$ cat src/rtl/memory_stage_pkg.sv
// Shared widths, opcodes, FSM encodings and condition-code helpers for the memory stage.
package memory_stage_pkg;

    localparam int OPCODE_WIDTH = 8;
    localparam int IR_WIDTH     = 32;
    localparam int PC_WIDTH     = 32;
    localparam int REG_WIDTH    = 32;

    localparam logic [OPCODE_WIDTH-1:0] OP_ADD = 8'h01;
    localparam logic [OPCODE_WIDTH-1:0] OP_LDW = 8'h4A;
    localparam logic [OPCODE_WIDTH-1:0] OP_STW = 8'h4B;

    localparam logic [31:0] LED_ADDR_DEFAULT = 32'hF000_0000;

    localparam logic [0:0] MEM_IDLE = 1'b0;
    localparam logic [0:0] MEM_WAIT = 1'b1;

    localparam logic [2:0] CC_N = 3'b100;
    localparam logic [2:0] CC_Z = 3'b010;
    localparam logic [2:0] CC_P = 3'b001;

    // Condition code of a loaded word, treating it as signed.
    function automatic logic [2:0] cc_of(input logic [REG_WIDTH-1:0] value);
        if (value[REG_WIDTH-1])
            return CC_N;
        else if (value == '0)
            return CC_Z;
        else
            return CC_P;
    endfunction

endpackage

$ cat src/rtl/memory_stage_mem_access_ctrl.sv
// Memory access controller: IDLE/WAIT tracking, stall generation and saturating stall counter.
module mem_access_ctrl
    import memory_stage_pkg::*;
(
    input  logic        clk,
    input  logic        rst_n,
    input  logic        need_mem,
    input  logic        ack,
    output logic        mem_stall,
    output logic [0:0]  state,
    output logic [15:0] stall_count
);

    logic [0:0] state_next;

    assign mem_stall = need_mem && !ack;

    // WAIT is left on ack (complete) or when the request disappears (abort).
    always_comb begin
        state_next = state;
        case (state)
            MEM_IDLE: if (need_mem && !ack) state_next = MEM_WAIT;
            MEM_WAIT: if (!need_mem || ack) state_next = MEM_IDLE;
            default:  state_next = MEM_IDLE;
        endcase
    end

    always_ff @(negedge clk or negedge rst_n) begin
        if (!rst_n) begin
            state       <= MEM_IDLE;
            stall_count <= 16'h0000;
        end else begin
            state <= state_next;
            if (mem_stall && stall_count != 16'hFFFF)
                stall_count <= stall_count + 16'h0001;
        end
    end

endmodule

$ cat src/rtl/memory_stage.sv
// Memory pipeline stage: word loads/stores via req/ack, LED register decode, writeback registers.
module memory_stage
    import memory_stage_pkg::*;
#(
    parameter int          ADDR_W   = 10,
    parameter logic [31:0] LED_ADDR = LED_ADDR_DEFAULT
) (
    input  logic                    I_CLOCK,
    input  logic                    I_RESET_N,
    input  logic                    I_LOCK,
    input  logic                    I_EX_Valid,
    input  logic [OPCODE_WIDTH-1:0] I_Opcode,
    input  logic [IR_WIDTH-1:0]     I_IR,
    input  logic [PC_WIDTH-1:0]     I_PC,
    input  logic [3:0]              I_DestRegIdx,
    input  logic [REG_WIDTH-1:0]    I_DestValue,
    input  logic [2:0]              I_CCValue,
    input  logic [REG_WIDTH-1:0]    I_MARValue,
    input  logic [REG_WIDTH-1:0]    I_MDRValue,
    input  logic                    I_RegWEn,
    input  logic                    I_CCWEn,
    output logic                    O_DMemReq,
    output logic                    O_DMemWE,
    output logic [ADDR_W-1:0]       O_DMemAddr,
    output logic [REG_WIDTH-1:0]    O_DMemWData,
    input  logic [REG_WIDTH-1:0]    I_DMemRData,
    input  logic                    I_DMemAck,
    output logic                    O_MemStall,
    output logic                    O_LOCK,
    output logic                    O_MEM_Valid,
    output logic [OPCODE_WIDTH-1:0] O_Opcode,
    output logic [IR_WIDTH-1:0]     O_IR,
    output logic [PC_WIDTH-1:0]     O_PC,
    output logic [3:0]              O_DestRegIdx,
    output logic [REG_WIDTH-1:0]    O_DestValue,
    output logic [2:0]              O_CCValue,
    output logic                    O_RegWEn,
    output logic                    O_CCWEn,
    output logic                    O_RegWEn_Signal,
    output logic                    O_CCWEn_Signal,
    output logic [REG_WIDTH-1:0]    O_LEDValue,
    output logic [15:0]             O_StallCount
);

    logic                 active;
    logic                 is_ldw;
    logic                 is_stw;
    logic                 led_hit;
    logic                 need_mem;
    logic [0:0]           mem_state;
    logic [REG_WIDTH-1:0] load_data;

    // Reset masks the lock so an in-flight request drops immediately.
    assign active   = I_LOCK && I_EX_Valid && I_RESET_N;
    assign is_ldw   = (I_Opcode == OP_LDW);
    assign is_stw   = (I_Opcode == OP_STW);
    assign led_hit  = (I_MARValue == LED_ADDR);
    assign need_mem = active && (is_ldw || is_stw) && !led_hit;

    assign O_DMemReq   = need_mem;
    assign O_DMemWE    = is_stw;
    assign O_DMemAddr  = I_MARValue[ADDR_W+1:2];
    assign O_DMemWData = I_MDRValue;

    assign O_RegWEn_Signal = I_RegWEn && I_EX_Valid && I_LOCK;
    assign O_CCWEn_Signal  = I_CCWEn && I_EX_Valid && I_LOCK;

    assign load_data = led_hit ? O_LEDValue : I_DMemRData;

    mem_access_ctrl u_ctrl (
        .clk         (I_CLOCK),
        .rst_n       (I_RESET_N),
        .need_mem    (need_mem),
        .ack         (I_DMemAck),
        .mem_stall   (O_MemStall),
        .state       (mem_state),
        .stall_count (O_StallCount)
    );

    always_ff @(negedge I_CLOCK or negedge I_RESET_N) begin
        if (!I_RESET_N) begin
            O_LOCK       <= 1'b0;
            O_MEM_Valid  <= 1'b0;
            O_Opcode     <= '0;
            O_IR         <= '0;
            O_PC         <= '0;
            O_DestRegIdx <= '0;
            O_DestValue  <= '0;
            O_CCValue    <= '0;
            O_RegWEn     <= 1'b0;
            O_CCWEn      <= 1'b0;
            O_LEDValue   <= '0;
        end else begin
            O_LOCK       <= I_LOCK;
            O_Opcode     <= I_Opcode;
            O_IR         <= I_IR;
            O_PC         <= I_PC;
            O_DestRegIdx <= I_DestRegIdx;
            O_DestValue  <= I_DestValue;
            O_CCValue    <= I_CCValue;
            if (!active || O_MemStall) begin
                O_MEM_Valid <= 1'b0;
                O_RegWEn    <= 1'b0;
                O_CCWEn     <= 1'b0;
            end else if (is_ldw) begin
                O_MEM_Valid <= 1'b1;
                O_DestValue <= load_data;
                O_CCValue   <= cc_of(load_data);
                O_RegWEn    <= I_RegWEn;
                O_CCWEn     <= 1'b1;
            end else if (is_stw) begin
                O_MEM_Valid <= 1'b1;
                O_RegWEn    <= 1'b0;
                O_CCWEn     <= 1'b0;
                if (led_hit)
                    O_LEDValue <= I_MDRValue;
            end else begin
                O_MEM_Valid <= 1'b1;
                O_RegWEn    <= I_RegWEn;
                O_CCWEn     <= I_CCWEn;
            end
        end
    end

endmodule

$ cat config.mk
export PLATFORM = sky130hd
export DESIGN_NAME = memory_stage
export DESIGN_NICKNAME = d
export VERILOG_FILES = /design/src/rtl/memory_stage_pkg.sv /design/src/rtl/memory_stage_mem_access_ctrl.sv /design/src/rtl/memory_stage.sv
export SDC_FILE = /design/constraint.sdc
export NUM_CORES = 1
export LEC_CHECK = 0
export ABC_AREA = 1
export CAP_MARGIN = 10
export CORE_AREA = 4 4 161 163
export CTS_BUF_LIST = sky130_fd_sc_hd__clkbuf_8
export DETAILED_ROUTE_END_ITERATION = 10
export DIE_AREA = 0 0 165 167
export SLEW_MARGIN = 20
export SYNTH_ARGS = -nofsm -noshare
export SYNTH_HDL_FRONTEND = slang
export SYNTH_SLANG_ARGS = --single-unit
$ cat constraint.sdc
create_clock -name I_CLOCK -period 3.2 [get_ports I_CLOCK]
set_input_delay 0.32 -clock I_CLOCK [delete_from_list [all_inputs] [get_ports I_CLOCK]]
set_output_delay 0.32 -clock I_CLOCK [all_outputs]
set_load 0.01 [all_outputs]
==> flow_metrics.py <==
metrics = {
    "critical_path": {
        "arrival_ps": 2080,
        "required_ps": 1860,
        "rrSetupSlack_ps": 690,
        "critPathMaxFanout": 7,
        "crit_start": "I_MARValue[25]",
        "worstSetupEndpointType": "flop",
        "cp-start-kind": "input pin",
        "slowest_stage": "clkbuf_16",
        "path_class": "input pin to flop",
        "r2r_end": "u_ctrl.stall_count[1]",
        "cp_cell_sequence": "buf_2, inv_2, nand2_1, nor2_1, nand2_2, nor2_4, buf_12, nand2_8, buf_12, nand4_4, nand2_4, inv_4, buf_6, nand4_4, buf_12, clkbuf_16, nand2_2, o21ai_1",
        "slowest_delay_ps": 190,
        "reg2reg_from": "u_ctrl.stall_count[0]",
        "reg2reg_depth": 10,
        "cpMostUsedCell": "buf_12",
    },
    "route": {
        "ant_nets": 0,
        "drc": 0,
        "drt-initial-drc-count": 247,
        "routed_wl_mm": 30.0,
        "vias": 6928,
        "via_per_inst": 4.27,
        "firstDrtPassIters": 4,
        "wl_per_cell_um": 18.5,
    },
    "global_route": {
        "grt_max_degree": 66,
        "grt-ovfl-total": 0,
        "groute.usage.overall_pct": 21.3,
        "grt_pass1_vias": 7507,
        "antenna_found_initial": 5,
        "grt_pass1_wl_mm": 44.4,
    },
    "sta": {
        "skew_ps": 14.8,
        "rsz0062_at_grt": "yes",
        "finalSetupViolCount": 76,
        "hold_slack_ps": 453,
        "relSlewSlack_pct": 39.9,
        "hold_viol_final": 0,
        "drv_slew": 0,
        "worst_slew_pin_slew_ps": 902,
        "worst_slack_ps": -223,
    },
    "status": {
        "status": "finished with violations",
        "failed_checks": "setup timing",
    },
    "final_layout": {
        "num-fill-cells": 2139,
        "fin_area_um2": 13900,
        "final_cell_mix": "clkdlybuf4s50_1, dfrtn_1, dlygate4sd2_1",
        "mostFrequentLayoutCell": "clkdlybuf4s50_1",
        "postLayoutCoreUtil_pct": 57.3,
        "final_layout_size_suffix_gt1_share_pct": 35.2,
        "multi_input_area_um2": 2830,
        "seq_area_um2": 4080,
        "finalNetCount": 1497,
        "area_delta_synth_final_pct": 101,
        "layout.cells.non_filler": 1624,
    },
    "power_and_ir_drop": {
        "peakVddDrop_v": 0.000261,
        "p_leak_nw": 6.92,
        "powerDensity_nw_per_um2": 323,
    },
    "synth": {
        "synth_seq_area_share_pct": 58.9,
        "ys_warn_count": 0,
        "synth.avg_cell_area_um2": 9.42,
        "synth_nets": 950,
        "netlist.area_leader.share_pct": 58.9,
        "synth_cell_types": 34,
        "syn-cell-area_um2": 6920,
        "synth-seq-cells": 163,
        "syn_inst": 735,
        "yosys.area.top_type": "dfrtn_1",
        "ys_top_cells_by_area": "dfrtn_1, nand2_1, inv_1, buf_4, nand3b_1",
    },
    "place": {
        "placed_cells": 1501,
        "io_buffers": 423,
        "place_ws_ps": -1030,
        "dp_hpwl_mm": 21.4,
        "place_area_um2": 11800,
        "gp_congestion": 0.840,
    },
    "floorplan": {
        "row_count": 57,
        "die_y_um": 167,
        "coreArea_um2": 24300,
        "pin_count": 424,
        "start_util_pct": 28.5,
        "die-area_um2": 27600,
        "die_w_um": 165,
    },
    "hold_path": {
        "hold_depth": 1,
        "min_to": "u_ctrl.stall_count[3]",
        "hold_path.class": "flop to flop",
        "min_from": "u_ctrl.stall_count[3]",
    },
    "clock_network": {
        "clock_sink_count": 163,
        "h-tree-depth": 4,
        "cts_made_buffers": 17,
        "cts_buffer_depth": 2,
        "cts_tree": "done",
        "ctsHoldBuffers": 0,
        "clock_latency_ps": 410,
        "root_buffer": "clkbuf_8",
        "clkSlewWorstSetupHoldPaths_ps": 60,
    },
    "flow_run": {
        "drv_cap": 0,
    },
}
[report_power, final]
part | switching, W | internal [W]
registers | 0.0000184 | 0.00215
clock network | 0.000942 | 0.000613
logic | 0.000323 | 0.000455
total | 0.00128 | 0.00322
[critical path: cells and delay by family]
| kind | cells | cell delay, ps |
|---|---|---|
| and+or+nand+nor | 9 | 760 |
| AOI/OAI and AO/OA | 1 | 50 |
| buffers and inverters | 8 | 910 |
[routing by layer]
layer	GRT usage, %	part of all wire (%)	wire, um	vias up
li1	-	-	-	3336
met1	25.8	39	11700	3301
met2	36.8	53	15800	247
met3	4.84	5.5	1640	44
met4	7.99	2.9	858	0
met5	0	0	0	-
[sequential cells by signal, indices dropped and copies added (netlist names)]
signal and cells:
O_CCValue 3, O_CCWEn 1, O_PC 32, O_DestValue 32, O_Opcode 8, u_ctrl.stall_count 16
O_RegWEn 1, O_DestRegIdx 4, O_LOCK 1, O_LEDValue 32, O_IR 32, O_MEM_Valid 1
[logic make-up after synthesis]
logic type,count (synthesis),share of synthesized area (%)
compound gates,76,5.82
xor+xnor,13,1.65
flops,163,58.9
buf+inv,181,13.4
simple gates,301,20.0
fa+ha+maj,1,0.181
[cell usage after synthesis]
cell	instances
clkbuf_2	1
buf_4	42
nand2_4	2
o31ai_1	1
nor3b_1	1
nand3b_1	28
a21oi_4	1
a31oi_1	1
nor4_1	5
nor3b_2	1
buf_6	10
a21oi_1	1
inv_1	116
clkbuf_1	3
nor2_1	32
o21ai_1	36
nand2_1	204
ha_1	1
nand4_4	2
nor2_4	3
nor4_2	1
o21ai_0	34
inv_4	1
xor2_1	10
nand4_1	4
dfrtn_1	163
xnor2_1	3
a21oi_2	2
and2_1	1
nand3_1	8
nor2_2	1
nor3_1	6
nand3_2	2
buf_2	8
[layout make-up]
cell class / count / share of cell area [%]
Antenna cell: 5 / 0.0898
Clock buffer: 18 / 1.78
Clock inverter: 14 / 1.10
Inverter: 117 / 3.33
Multi-Input combinational cell: 393 / 20.3
Sequential cell: 163 / 29.3
Tap cell: 324 / 2.91
Timing Repair Buffer: 590 / 41.2
[metrics by stage]
| stage | power, W | setup TNS [ps] |
|---|---|---|
| floorplan | 0.00239 | -2700 |
| global placement | 0.00296 | -75390 |
| detailed placement | 0.00296 | -78110 |
| CTS | 0.00451 | -9920 |
| global route | 0.00470 | -14750 |
| finish | 0.00450 | -9890 |
[timing repair]
item                                    CTS  global route
buffers inserted                         75            15
endpoints found under the setup margin  248            85
pin swaps                                59            46
resized for setup                       508           176
gates cloned                             15             2
[how the worst max path moves through the flow]
stage               slack, ps              end  cells past startpoint
finish                   -220   O_LEDValue[27]                     18
detailed placement      -1030     O_CCValue[0]                     16
global placement        -1010     O_CCValue[0]                     16
CTS                      -230  O_DestValue[29]                     18
global route             -290   O_LEDValue[17]                     18
floorplan                -110     O_CCValue[0]                     16
No activity file was read; power rests on OpenSTA's default activity.
